`src/rtl/regfile_pkg.sv`:
```
// Shared constants and the write-request type for the register-bank writeback path.
package regfile_pkg;

  localparam int REG_ADDR_W = 5;
  localparam int REG_DATA_W = 32;
  localparam int REG_COUNT  = 32;

  typedef struct packed {
    logic [REG_ADDR_W-1:0] adr;
    logic [REG_DATA_W-1:0] value;
  } wb_req_t;

endpackage

```
`src/rtl/wb_fifo.sv`:
```
// Load-result queue: synchronous FIFO of write requests that also exposes every
// slot's valid bit and address so the top can build the busy mask.
module wb_fifo
  import regfile_pkg::*;
#(
  parameter int DEPTH = 4
) (
  input  logic                                   clock,
  input  logic                                   resetn,
  input  logic                                   push_i,
  input  wb_req_t                                push_data_i,
  input  logic                                   pop_i,
  output wb_req_t                                head_o,
  output logic                                   full_o,
  output logic                                   empty_o,
  output logic [DEPTH-1:0]                       entry_valid_o,
  output logic [DEPTH-1:0][REG_ADDR_W-1:0]       entry_adr_o
);

  localparam int AW = $clog2(DEPTH);

  logic [AW:0] wptr_q, wptr_d;
  logic [AW:0] rptr_q, rptr_d;
  logic [AW:0] count;
  logic        do_push, do_pop;
  wb_req_t     mem_q [DEPTH];

  // The extra pointer bit tells full (MSBs differ) from empty (pointers equal).
  assign empty_o = (wptr_q == rptr_q);
  assign full_o  = (wptr_q[AW] != rptr_q[AW]) && (wptr_q[AW-1:0] == rptr_q[AW-1:0]);
  assign count   = wptr_q - rptr_q;
  assign do_push = push_i && !full_o;
  assign do_pop  = pop_i && !empty_o;
  assign head_o  = mem_q[rptr_q[AW-1:0]];

  always_comb begin
    wptr_d = wptr_q;
    rptr_d = rptr_q;
    if (do_push) wptr_d = wptr_q + 1'b1;
    if (do_pop)  rptr_d = rptr_q + 1'b1;
  end

  always_ff @(posedge clock or negedge resetn) begin
    if (!resetn) begin
      wptr_q <= '0;
      rptr_q <= '0;
    end else begin
      wptr_q <= wptr_d;
      rptr_q <= rptr_d;
    end
  end

  always_ff @(posedge clock) begin
    if (do_push) mem_q[wptr_q[AW-1:0]] <= push_data_i;
  end

  // A slot is live when its distance from the read pointer is below the occupancy.
  always_comb begin
    entry_valid_o = '0;
    entry_adr_o   = '0;
    for (int i = 0; i < DEPTH; i++) begin
      logic [AW-1:0] off;
      off              = AW'(i) - rptr_q[AW-1:0];
      entry_valid_o[i] = ({1'b0, off} < count);
      entry_adr_o[i]   = mem_q[i].adr;
    end
  end

endmodule

```
`src/rtl/regfile_writeback.sv`:
```
// Merges ALU and queued load results onto the register bank's single write port,
// with ALU priority, bounded load starvation and a per-register busy mask.
module regfile_writeback
  import regfile_pkg::*;
#(
  parameter int DEPTH        = 4,
  parameter int STARVE_LIMIT = 8,
  parameter bit DROP_R0      = 1'b1
) (
  input  logic        clock,
  input  logic        resetn,
  input  logic        alu_valid,
  output logic        alu_ready,
  input  logic [0:4]  alu_adr,
  input  logic [0:31] alu_value,
  input  logic        load_valid,
  output logic        load_ready,
  input  logic [0:4]  load_adr,
  input  logic [0:31] load_value,
  output logic [0:4]  wadr,
  output logic [0:31] wvalue,
  output logic        wenable,
  output logic [0:31] busy
);

  logic                             fifo_full, fifo_empty, fifo_pop, fifo_push;
  wb_req_t                          fifo_head, load_req, sel_req;
  logic [DEPTH-1:0]                 entry_valid;
  logic [DEPTH-1:0][REG_ADDR_W-1:0] entry_adr;

  logic [7:0]            starve_q, starve_d;
  logic [REG_ADDR_W-1:0] wadr_q, wadr_d;
  logic [REG_DATA_W-1:0] wvalue_q, wvalue_d;
  logic                  wen_q, wen_d;
  logic                  alu_acc, write_sel;
  logic [0:REG_COUNT-1]  busy_d;

  assign load_req  = '{adr: load_adr, value: load_value};
  assign fifo_push = load_valid && !fifo_full;
  assign alu_ready = (starve_q != 8'(STARVE_LIMIT));
  assign load_ready = !fifo_full;
  assign alu_acc   = alu_valid && alu_ready;
  assign fifo_pop  = !alu_acc && !fifo_empty;
  assign write_sel = alu_acc || fifo_pop;

  wb_fifo #(.DEPTH(DEPTH)) u_fifo (
    .clock         (clock),
    .resetn        (resetn),
    .push_i        (fifo_push),
    .push_data_i   (load_req),
    .pop_i         (fifo_pop),
    .head_o        (fifo_head),
    .full_o        (fifo_full),
    .empty_o       (fifo_empty),
    .entry_valid_o (entry_valid),
    .entry_adr_o   (entry_adr)
  );

  // The counter only grows while a queued load keeps losing; any pop or an empty queue clears it.
  always_comb begin
    sel_req  = alu_acc ? '{adr: alu_adr, value: alu_value} : fifo_head;
    starve_d = (!fifo_empty && alu_acc) ? starve_q + 8'd1 : 8'd0;
    wadr_d   = write_sel ? sel_req.adr   : wadr_q;
    wvalue_d = write_sel ? sel_req.value : wvalue_q;
    wen_d    = write_sel && !(DROP_R0 && (sel_req.adr == '0));
  end

  always_ff @(posedge clock or negedge resetn) begin
    if (!resetn) begin
      starve_q <= '0;
      wadr_q   <= '0;
      wvalue_q <= '0;
      wen_q    <= 1'b0;
    end else begin
      starve_q <= starve_d;
      wadr_q   <= wadr_d;
      wvalue_q <= wvalue_d;
      wen_q    <= wen_d;
    end
  end

  always_comb begin
    busy_d = '0;
    for (int i = 0; i < DEPTH; i++) begin
      if (entry_valid[i]) busy_d[entry_adr[i]] = 1'b1;
    end
  end

  assign wadr    = wadr_q;
  assign wvalue  = wvalue_q;
  assign wenable = wen_q;
  assign busy    = busy_d;

endmodule

```
`config.mk`:
```
export PLATFORM = sky130hd
export DESIGN_NAME = regfile_writeback
export DESIGN_NICKNAME = d
export VERILOG_FILES = /design/src/rtl/regfile_pkg.sv /design/src/rtl/wb_fifo.sv /design/src/rtl/regfile_writeback.sv
export SDC_FILE = /design/constraint.sdc
export NUM_CORES = 1
export LEC_CHECK = 0
export CAP_MARGIN = 20
export CORE_MARGIN = 2
export CORE_UTILIZATION = 50
export CTS_CLUSTER_DIAMETER = 40
export DETAILED_ROUTE_END_ITERATION = 10
export GPL_TIMING_DRIVEN = 0
export PLACE_DENSITY = 0.75
export SKIP_CTS_REPAIR_TIMING = 1
export SLEW_MARGIN = 40
export SYNTH_ARGS = -nofsm -noshare
export SYNTH_HDL_FRONTEND = slang
export SYNTH_SLANG_ARGS = --single-unit
```
`constraint.sdc`:
```
create_clock -name clock -period 5.65 [get_ports clock]
set_clock_uncertainty 0.2 [all_clocks]
set_input_delay 0.8475 -clock clock [delete_from_list [all_inputs] [get_ports clock]]
set_output_delay 0.8475 -clock clock [all_outputs]
set_load 0.05 [all_outputs]
```
# Word level (Yosys, flattened, before mapping)
# Memory sizes are Yosys's and may differ from the RTL's.
# Index checks and enable logic that the tools add are counted.
dict set report op_classes {
  n_mux 16
  add_sub_neg 8
  n_bitwise 7
  reduce_logical 18
  order_cmp 12
  n_eq_ne 4
}
# operator n
set op_table {}
lappend op_table {{$mux 32} 4}
lappend op_table {{$or 32x32->32} 3}
lappend op_table {{$mux 37} 1}
lappend op_table {{$ge 6x6->1 const B} 4}
lappend op_table {{$lt 6x1->1 const B} 4}
lappend op_table {{$not 5->6} 4}
lappend op_table {{$demux 1 s5} 4}
lappend op_table {{$logic_and 1x1->1} 12}
lappend op_table {{$lt 2x3->1} 4}
lappend op_table {{$add 8x1->8 const B} 1}
lappend op_table {{$mux 8} 1}
lappend op_table {{$ne 8x4->1 const B} 1}
lappend op_table {{$add 3x1->3 const B} 2}
lappend op_table {{$mux 1} 6}
lappend op_table {{$logic_not 5->1} 1}
lappend op_table {{$logic_not 1->1} 4}
lappend op_table {{$sub 1x2->2 const A} 2}
lappend op_table {{$sub 2x2->2 const A} 2}
lappend op_table {{$eq 3x3->1} 1}
lappend op_table {{$sub 3x3->3} 1}
lappend op_table {{$eq 2x2->1} 1}
lappend op_table {{$logic_or 1x1->1} 1}
lappend op_table {{$ne 1x1->1} 1}
dict set report totals {
  output_inout_bits 72
  inputBits 78
  register_bits 52
  ram_bits 148
  n_memories 1
  elab_cells 72
}
# name words word_bits rd rd_ports_with_merged_regs wr line_no
set mem_list {}
lappend mem_list {u_fifo.mem_q 4 37 5 0 1 wb_fifo.sv:26} ;# wb_req_t mem_q [DEPTH];

# Logic depth before layout (Yosys ltp)
# Gate-level depths: netlist of run 1.
dict set report logic_depth {
  word_depth 12
  mapped_depth 12
}

# Modules after synthesis
# A second synthesis of run 1 with hierarchy kept.
dict set report unflattened {
  cells_unflattened 598
  hier_area_um2 9542.9
}
# mod instances area_per_inst_um2 cells_each seq_area_each_um2
set by_module_without_submodules {}
lappend by_module_without_submodules {wb_fifo 1 6069.6 274 4594.4}
lappend by_module_without_submodules {regfile_writeback 1 3473.3 324 1151.1}

# Worst setup path before layout of run 1
# OpenSTA, ideal clock, no wires.
dict set report synth_timing {
  path_type {register to output}
  startpoint {register u_fifo.rptr_q[1]}
  endpoint {output port busy[6] (netlist name)}
  stages_incl_launch_ff 12
  path_buffers 2
  arrival_ns 3.182
  slack_ns 1.421
  required_ns 4.603
  cell_sequence {dfrtp_1 buf_2 buf_1 inv_1 fa_1 inv_1 ha_1 nor2b_1 o21a_4 nor3b_2 a22oi_1 nand3_1}
}
dict set report synth_via {
  elab_chain_cells 9
  word_cells_on_any_way 16
}
# item line_no
set synth_rtl {}
lappend synth_rtl {{start, declared} wb_fifo.sv:23} ;# logic [AW:0] rptr_q, rptr_d;
lappend synth_rtl {{start signal, assigned} wb_fifo.sv:49} ;# rptr_q <= rptr_d;
lappend synth_rtl {{$sub 3x3->3 / $sub 1x2->2 (equally long branches)} {wb_fifo.sv:31, wb_fifo.sv:63}}
lappend synth_rtl {{$lt 2x3->1} wb_fifo.sv:64} ;# entry_valid_o[i] = ({1'b0, off} < count);
lappend synth_rtl {{$mux 32} regfile_writeback.sv:85} ;# if (entry_valid[i]) busy_d[entry_adr[i]] = 1'b1;
lappend synth_rtl {{$or 32x32->32 (no source line)} n/a}
lappend synth_rtl {{$mux 32} regfile_writeback.sv:85}
lappend synth_rtl {{$or 32x32->32 (no source line)} n/a}
lappend synth_rtl {{$mux 32} regfile_writeback.sv:85}
lappend synth_rtl {{$or 32x32->32 (no source line)} n/a}
lappend synth_rtl {{$mux 32 *} regfile_writeback.sv:85}
lappend synth_rtl {{end, declared} regfile_writeback.sv:23} ;# output logic [0:31] busy
# Every way passes the cells marked *; elsewhere a longest branch is shown, timed or not.

# Final worst setup path of run 1
dict set report layout_timing {
  startpoint {register u_fifo.rptr_q[1]}
  endpoint {output port busy[15] (netlist name)}
}
# Same word-level chain as after synthesis.

==> results of run 1 <==
==> placed cells by master, fill, tap and decap left out, types with 3 or more instances in the layout <==
| cell type | synthesis | routed |
|---|---|---|
| sky130_fd_sc_hd__mux4_2 | 37 | 37 |
| sky130_fd_sc_hd__buf_2 | 10 | 9 |
| sky130_fd_sc_hd__xor2_1 | 7 | 7 |
| sky130_fd_sc_hd__nand2_1 | 65 | 65 |
| sky130_fd_sc_hd__clkbuf_2 | 4 | 4 |
| sky130_fd_sc_hd__nand3_1 | 31 | 31 |
| sky130_fd_sc_hd__and3_1 | 12 | 8 |
| sky130_fd_sc_hd__nor3b_4 | 0 | 5 |
| sky130_fd_sc_hd__a222oi_1 | 7 | 7 |
| sky130_fd_sc_hd__and3_4 | 0 | 4 |
| sky130_fd_sc_hd__clkbuf_16 | 0 | 18 |
| sky130_fd_sc_hd__nor3_1 | 4 | 4 |
| sky130_fd_sc_hd__nor3_4 | 3 | 3 |
| sky130_fd_sc_hd__and3b_1 | 7 | 7 |
| sky130_fd_sc_hd__inv_1 | 13 | 13 |
| sky130_fd_sc_hd__o21a_4 | 3 | 3 |
| sky130_fd_sc_hd__dfrtp_1 | 52 | 52 |
| sky130_fd_sc_hd__nand2b_1 | 7 | 7 |
| sky130_fd_sc_hd__a21oi_1 | 37 | 37 |
| sky130_fd_sc_hd__nor2_1 | 54 | 53 |
| sky130_fd_sc_hd__clkbuf_1 | 6 | 6 |
| sky130_fd_sc_hd__buf_4 | 6 | 7 |
| sky130_fd_sc_hd__buf_12 | 1 | 6 |
| sky130_fd_sc_hd__clkinv_4 | 0 | 4 |
| sky130_fd_sc_hd__nor3b_1 | 12 | 12 |
| sky130_fd_sc_hd__mux2i_1 | 38 | 38 |
| sky130_fd_sc_hd__edfxtp_1 | 148 | 148 |
| sky130_fd_sc_hd__clkdlybuf4s50_1 | 0 | 147 |
| sky130_fd_sc_hd__xnor2_1 | 4 | 4 |
| sky130_fd_sc_hd__a22oi_1 | 25 | 25 |
| sky130_fd_sc_hd__ha_1 | 14 | 14 |
| sky130_fd_sc_hd__inv_6 | 0 | 3 |
==> worst paths after layout <==
| kind | startpoint | end | slack [ps] |
|---|---|---|---|
| worst max-delay path | u_fifo.rptr_q[1] | busy[15] | 160 |
| worst min-delay path | resetn | starve_q[4] | 100 |
| worst max register to register | u_fifo.rptr_q[0] | wvalue[16] | 2650 |
| worst min register to register | u_fifo.rptr_q[2] | u_fifo.rptr_q[2] | 340 |
| max in group asynchronous | resetn | wvalue[28] | 4620 |
| min in group clock | u_fifo.rptr_q[2] | u_fifo.rptr_q[2] | 340 |
==> area by class of cell <==
type	instances	area, um2	area share
repair buffers	154	1592	0.1360
inverters	13	48.80	0.004169
multi-input cells	392	3223	0.2754
clock buffers	19	464.2	0.03966
well taps	229	286.5	0.02448
plain buffers	30	236.5	0.02020
clock inverters	13	108.9	0.009300
flip-flops and latches	200	5746	0.4909
==> report_power, final <==
part | switching (W) | leakage (nW) | internal [W]
sequential | 0.000205 | 1.96 | 0.00201
combinational | 0.00225 | 2.03 | 0.00139
clock | 0.000546 | 0.279 | 0.000613
total | 0.00300 | 4.27 | 0.00401
==> state kept, by name, indices dropped and copies added, names as in the netlist <==
name / cells
u_fifo.mem_q: 148
wvalue: 32
starve_q: 8
wadr: 5
u_fifo.rptr_q: 3
u_fifo.wptr_q: 3
wenable: 1
==> logic make-up after synthesis <==
| kind of cell | after synthesis | synth area share |
|---|---|---|
| DFF | 200 | 0.6244 |
| AOI/OAI and AO/OA | 78 | 0.05861 |
| xor gates and xnor gates | 12 | 0.01319 |
| and+or+nand+nor | 212 | 0.1195 |
| adders and majority gates | 15 | 0.02121 |
| muxes | 75 | 0.1319 |
| buffers and inverters | 44 | 0.03114 |
==> through the flow <==
step	instance area [um2]	hold WS [ps]
after detailed placement	11100	327.7
after global routing	11710	115.5
final	11710	96.50
after floorplan	9201	285.5
after CTS	11670	102.2
after global placement	10980	305.4
==> cells in the mapped netlist (10+ instances only) <==
library cell and number:
sky130_fd_sc_hd__edfxtp_1 148, sky130_fd_sc_hd__nand2_1 65, sky130_fd_sc_hd__nor2_1 54, sky130_fd_sc_hd__dfrtp_1 52
sky130_fd_sc_hd__mux2i_1 38, sky130_fd_sc_hd__a21oi_1 37, sky130_fd_sc_hd__mux4_2 37, sky130_fd_sc_hd__nand3_1 31
sky130_fd_sc_hd__a22oi_1 25, sky130_fd_sc_hd__ha_1 14, sky130_fd_sc_hd__inv_1 13, sky130_fd_sc_hd__and3_1 12
sky130_fd_sc_hd__nor3b_1 12, sky130_fd_sc_hd__buf_2 10
==> layer usage <==
layer	up-vias	GRT usage
met3	44	0.04886
met2	283	0.4187
met1	3136	0.3253
met5	-	0
met4	0	0.09053
li1	2770	-
==> impl_table.tex, run 1 <==
\begin{tabular}{lr}
\hline
Metric & Value \\
\hline
\multicolumn{2}{l}{\textbf{Timing}} \\
Final hold vios & 0 \\
Slew Limit Fails & 0 \\
Setup\_tns & 0 ps \\
Fraction of the cycle the final worst path needs & 0.9716 \\
Post-route setup slack & 160.7 ps \\
Worst Max-Slew Pin Slew & 762.8 ps \\
Endpoints failing setup & 0 \\
Headroom to the max-slew limit & 0.4896 \\
Fmax & 0.1822 GHz \\
Period minus WS final & 5489 ps \\
\multicolumn{2}{l}{\textbf{Floorplan}} \\
Die outline area & 19500 um2 \\
Starting utilization of the core area & 0.5105 \\
FP Rows & 49 \\
Count of boundary I/O pins & 150 \\
Vertical die dimension & 139.7 um \\
Horizontal die dimension & 139.7 um \\
Core outline area & 18020 um2 \\
\multicolumn{2}{l}{\textbf{Critical path}} \\
Total number of cells along the worst setup path & 11 \\
Maximum fanout encountered on the critical timing path & 19 \\
Largest stage delay on the critical path & 810 ps \\
Data arrival time at the worst-slack endpoint & 4440 ps \\
Worst path cell trace & clkbuf\_4 > inv\_1 > fa\_1 > inv\_1 > ha\_1 > nor2\_1 > o21a\_4 > nor2\_1 > a22oi\_1 > nand3\_1 > clkdlybuf4s50\_1 \\
Crit path max-delay cell type & sky130\_fd\_sc\_hd\_\_clkdlybuf4s50\_1 \\
Count of cells along the worst register-to-register path & 9 \\
Worst Setup End Kind & output port \\
Critical Setup Path Class & reg2out \\
Critical path required time & 4600 ps \\
CP startpoint kind & register \\
Buffers plus inverters on the worst setup path & 4 \\
Family of cells with the greatest summed delay on the critical path & buffers and inverters \\
\multicolumn{2}{l}{\textbf{Drt}} \\
Topmost layer with routed signal wires & met4 \\
Remaining DRCs & 0 \\
Post-detailed-route wirelength per cell & 22.38 um \\
DRT met1 WL & 9626 um \\
Number of vias in the routed layout & 6233 \\
DRT antenna net count & 0 \\
Drt initial violations & 649 \\
WL final & 23500 um \\
WL met3 & 1341 um \\
First-pass detailed-route iteration total & 6 \\
Via-per-instance ratio & 5.936 \\
Met2 WL post-DR & 11960 um \\
\multicolumn{2}{l}{\textbf{Clocking}} \\
Level count of the clock H-tree & 4 \\
Worst-skew pair later-pin latency & 440 ps \\
CTS tree & done \\
Clock transition time at the flip-flop clock pins of the worst setup and hold paths & 80 ps \\
Cell at the root of the clock tree & sky130\_fd\_sc\_hd\_\_clkbuf\_16 \\
Total clock buffers created by CTS & 17 \\
Number of clock sinks & 200 \\
Deepest clock path buffer count & 2 \\
\multicolumn{2}{l}{\textbf{Synthesis}} \\
Top cells by area in the synthesized netlist & sky130\_fd\_sc\_hd\_\_edfxtp\_1 (48\%), sky130\_fd\_sc\_hd\_\_dfrtp\_1 (14\%), sky130\_fd\_sc\_hd\_\_mux4\_2 (9.1\%), sky130\_fd\_sc\_hd\_\_mux2i\_1 (4.1\%), sky130\_fd\_sc\_hd\_\_nand2\_1 (2.7\%) \\
Count of flip-flops with a built-in enable after synthesis & 148 \\
Flop and latch count out of synthesis & 200 \\
Sequential cell area fraction in the yosys report & 0.6244 \\
Instance count of the mapped netlist & 636 \\
Post-synthesis instance area & 9201 um2 \\
Cell type with the largest total area after synthesis & sky130\_fd\_sc\_hd\_\_edfxtp\_1 \\
Area fraction of the dominant cell type after synthesis & 0.4830 \\
Post-Synthesis Mean Instance Area & 14.47 um2 \\
Yosys warnings & 0 \\
Post-synthesis net count & 729 \\
Number of distinct library cells after synthesis & 47 \\
Synth async-reset ratio & 0.2600 \\
Most used flip-flop cell after synthesis & sky130\_fd\_sc\_hd\_\_edfxtp\_1 \\
\multicolumn{2}{l}{\textbf{Global route}} \\
Final global-route overflow total & 0 \\
Wire length of the first global-routing pass & 36900 um \\
GR Util All Layers & 0.2489 \\
Maximum number of pins on one net before global-route repair & 33 \\
Antenna violations before repair & 0 \\
Via count of the first global-routing pass & 6475 \\
\multicolumn{2}{l}{\textbf{Place}} \\
Number of input and output port buffers inserted & 149 \\
Worst slack at placement & -28.48 ps \\
DP Wirelength & 15790 um \\
Placed cell count & 1019 \\
Gpl congestion & 0.9181 \\
\multicolumn{2}{l}{\textbf{Power and ir drop}} \\
Power per standard cell area & 599.4 nW/um2 \\
Worst ir drop on vdd & 0.3550 mV \\
Total Power Consumption & 0.007016 W \\
Pleak & 4.273 nW \\
\multicolumn{2}{l}{\textbf{Finish}} \\
FILL cells & 1306 \\
Utilization after layout & 0.6494 \\
Area growth, synth to finish & 27.21\% \\
Total number of nets in the final design & 901 \\
Non-filler cells in the finished layout & 1050 \\
Antenna cells & 0 \\
Layout cells sized above 1 & 0.1486 \\
\multicolumn{2}{l}{\textbf{Job}} \\
Count of maximum capacitance violations & 0 \\
\multicolumn{2}{l}{\textbf{Min path}} \\
Type of the worst min-delay path & in2async \\
\multicolumn{2}{l}{\textbf{Run status}} \\
Run status & completed \\
\hline
\end{tabular}
No activity file was read; power rests on OpenSTA's default activity.
==> inputs of run 2 (changes only) <==
--- a/config.mk
+++ b/config.mk
@@ -6,12 +6,12 @@
 export NUM_CORES = 1
 export LEC_CHECK = 0
 export CAP_MARGIN = 20
-export CORE_MARGIN = 2
-export CORE_UTILIZATION = 50
+export CORE_MARGIN = 3
+export CORE_UTILIZATION = 57
 export CTS_CLUSTER_DIAMETER = 40
 export DETAILED_ROUTE_END_ITERATION = 10
 export GPL_TIMING_DRIVEN = 0
-export PLACE_DENSITY = 0.75
+export PLACE_DENSITY = 0.84
 export SKIP_CTS_REPAIR_TIMING = 1
 export SLEW_MARGIN = 40
 export SYNTH_ARGS = -nofsm -noshare
==> run 2 against run 1 <==
Sequential share of layout area barely moved. Critical path depth did not move. Clock power rose by 5%. Sequential power barely moved. Core utilization rose by 11 points. Register-to-register slack got worse by 180 ps. Via count rose by 1.3%. Combinational power barely moved.
==> impl_table.tex, run 2 (synthesized netlist as in run 1, its figures left out) <==
\begin{tabular}{lr}
\hline
Metric & Value \\
\hline
\multicolumn{2}{l}{\textbf{Drt}} \\
Number of vias in the routed layout & 6317 \\
Remaining DRCs & 0 \\
DRT antenna net count & 0 \\
First-pass detailed-route iteration total & 7 \\
WL final & 23400 um \\
Drt initial violations & 926 \\
Via-per-instance ratio & 6.115 \\
Post-detailed-route wirelength per cell & 22.65 um \\
\multicolumn{2}{l}{\textbf{Clocking}} \\
Cell at the root of the clock tree & sky130\_fd\_sc\_hd\_\_clkbuf\_16 \\
Clock transition time at the flip-flop clock pins of the worst setup and hold paths & 70 ps \\
Level count of the clock H-tree & 4 \\
Worst-skew pair later-pin latency & 430 ps \\
Number of clock sinks & 200 \\
Total clock buffers created by CTS & 17 \\
Deepest clock path buffer count & 2 \\
CTS tree & done \\
\multicolumn{2}{l}{\textbf{Critical path}} \\
Launch instance of the worst register-to-register path & u\_fifo.rptr\_q[0] \\
Capturing instance or port of the critical path & busy[6] \\
Launching instance or port of the critical path & u\_fifo.rptr\_q[1] \\
Maximum fanout encountered on the critical timing path & 19 \\
Crit path top cell by count & sky130\_fd\_sc\_hd\_\_inv\_1 \\
Data arrival time at the worst-slack endpoint & 4480 ps \\
Count of cells along the worst register-to-register path & 9 \\
Worst r2r dst & wvalue[30] \\
Worst path cell trace & clkbuf\_4 > inv\_1 > fa\_1 > inv\_1 > ha\_1 > nor2\_1 > o21a\_4 > nor3b\_2 > a22oi\_1 > nand3\_1 > clkdlybuf4s50\_1 \\
CP startpoint kind & register \\
Crit path max-delay cell type & sky130\_fd\_sc\_hd\_\_clkdlybuf4s50\_1 \\
Largest stage delay on the critical path & 820 ps \\
Worst Setup End Kind & output port \\
Critical Setup Path Class & reg2out \\
R2R setup slack & 2470 ps \\
Critical path required time & 4600 ps \\
\multicolumn{2}{l}{\textbf{Timing}} \\
Period minus WS final & 5528 ps \\
Fraction of the cycle the final worst path needs & 0.9783 \\
Setup\_tns & 0 ps \\
Setup repair after global routing missed its margin & yes \\
Headroom to the max-slew limit & 0.4734 \\
Fmax & 0.1809 GHz \\
Worst Max-Slew Pin Slew & 789.8 ps \\
Post-route setup slack & 122.4 ps \\
Endpoints failing setup & 0 \\
Final hold vios & 0 \\
Slew Limit Fails & 0 \\
\multicolumn{2}{l}{\textbf{Global route}} \\
Met3 layer usage reported by global route & 0.07681 \\
GR Util All Layers & 0.2734 \\
Global routing's busiest layer & met2 \\
Maximum number of pins on one net before global-route repair & 40 \\
Met2 demand-to-capacity share in global routing & 0.4447 \\
Final global-route overflow total & 0 \\
Wire length of the first global-routing pass & 36870 um \\
Antenna violations before repair & 0 \\
Met1 track utilization from global routing & 0.3588 \\
Via count of the first global-routing pass & 6469 \\
\multicolumn{2}{l}{\textbf{Floorplan}} \\
Vertical die dimension & 133.1 um \\
Horizontal die dimension & 133.1 um \\
Core outline area & 15480 um2 \\
Die outline area & 17700 um2 \\
FP Rows & 45 \\
Count of boundary I/O pins & 150 \\
Starting utilization of the core area & 0.5943 \\
\multicolumn{2}{l}{\textbf{Place}} \\
Placed cell count & 1001 \\
Number of input and output port buffers inserted & 149 \\
Worst slack at placement & 22.53 ps \\
Gpl congestion & 0.9885 \\
DP Wirelength & 15920 um \\
Total cell area at the placement stage & 11070 um2 \\
\multicolumn{2}{l}{\textbf{Finish}} \\
Layout cells sized above 1 & 0.1486 \\
Largest register FFs & 148 \\
Most frequent cells in the layout & sky130\_fd\_sc\_hd\_\_edfxtp\_1 (148), sky130\_fd\_sc\_hd\_\_clkdlybuf4s50\_1 (147), sky130\_fd\_sc\_hd\_\_nand2\_1 (65) \\
Most common cell after layout, fill and taps aside & sky130\_fd\_sc\_hd\_\_edfxtp\_1 \\
Total number of nets in the final design & 901 \\
Non-filler cells in the finished layout & 1033 \\
Final non-filler cell area & 11700 um2 \\
Area growth, synth to finish & 27.17\% \\
Utilization after layout & 0.7557 \\
\multicolumn{2}{l}{\textbf{Job}} \\
Count of maximum capacitance violations & 0 \\
\multicolumn{2}{l}{\textbf{Run status}} \\
Run status & completed \\
\multicolumn{2}{l}{\textbf{Power and ir drop}} \\
Pleak & 4.277 nW \\
Power per standard cell area & 605.7 nW/um2 \\
Worst ir drop on vdd & 0.4087 mV \\
\multicolumn{2}{l}{\textbf{Min path}} \\
Type of the worst min-delay path & in2async \\
\hline
\end{tabular}
==> run 2: routing by layer <==
metal	routed length, um	part of all wire
met5	0	0
met4	657	0.028
met3	2183	0.093
met2	11610	0.50
met1	8942	0.38
==> run 2: area by class of cell <==
type                    instances  area (um2)
diodes                          1       2.502
plain buffers                  30       236.5
clock buffers                  17       425.4
clock inverters                15       182.7
fillers                       889        3782
inverters                      13       48.80
multi-input cells             392        3204
flip-flops and latches        200        5746
well taps                     211       264.0
repair buffers                154        1592
==> run 2: worst min-delay path by stage <==
stage,startpoint,end,slack [ps],depth (start not counted)
after floorplan,u_fifo.rptr_q[2],u_fifo.rptr_q[2],290,1
after global placement,u_fifo.rptr_q[2],u_fifo.rptr_q[2],300,1
after detailed placement,u_fifo.rptr_q[2],u_fifo.rptr_q[2],320,1
after CTS,resetn,starve_q[7],50,1
after global routing,resetn,starve_q[7],50,1
final,resetn,starve_q[7],60,1
==> run 2: power by group <==
group	switching (W)	internal [W]	leakage [nW]
clock	0.000555	0.000670	0.289
sequential	0.000204	0.00201	1.96
combinational	0.00226	0.00139	2.02
==> run 2: worst max-delay path, delay by kind of cell (launching register included) <==
| kind | cells | cell delay, ps |
|---|---|---|
| AO/OA/AOI/OAI | 2 | 470 |
| buffers and inverters | 4 | 1470 |
| flip-flops | 1 | 400 |
| adder cells (fa/ha/maj) | 2 | 870 |
| AND/OR/NAND/NOR | 3 | 840 |
==> run 2: metrics by stage <==
| step | hold slack (ps) | total power (W) |
|---|---|---|
| floorplan | 285.5 | 0.004666 |
| CTS | 47.85 | 0.007078 |
| finish | 55.31 | 0.007088 |
| global placement | 303.8 | 0.005655 |
| global route | 51.91 | 0.007399 |
| detailed placement | 320.5 | 0.005817 |
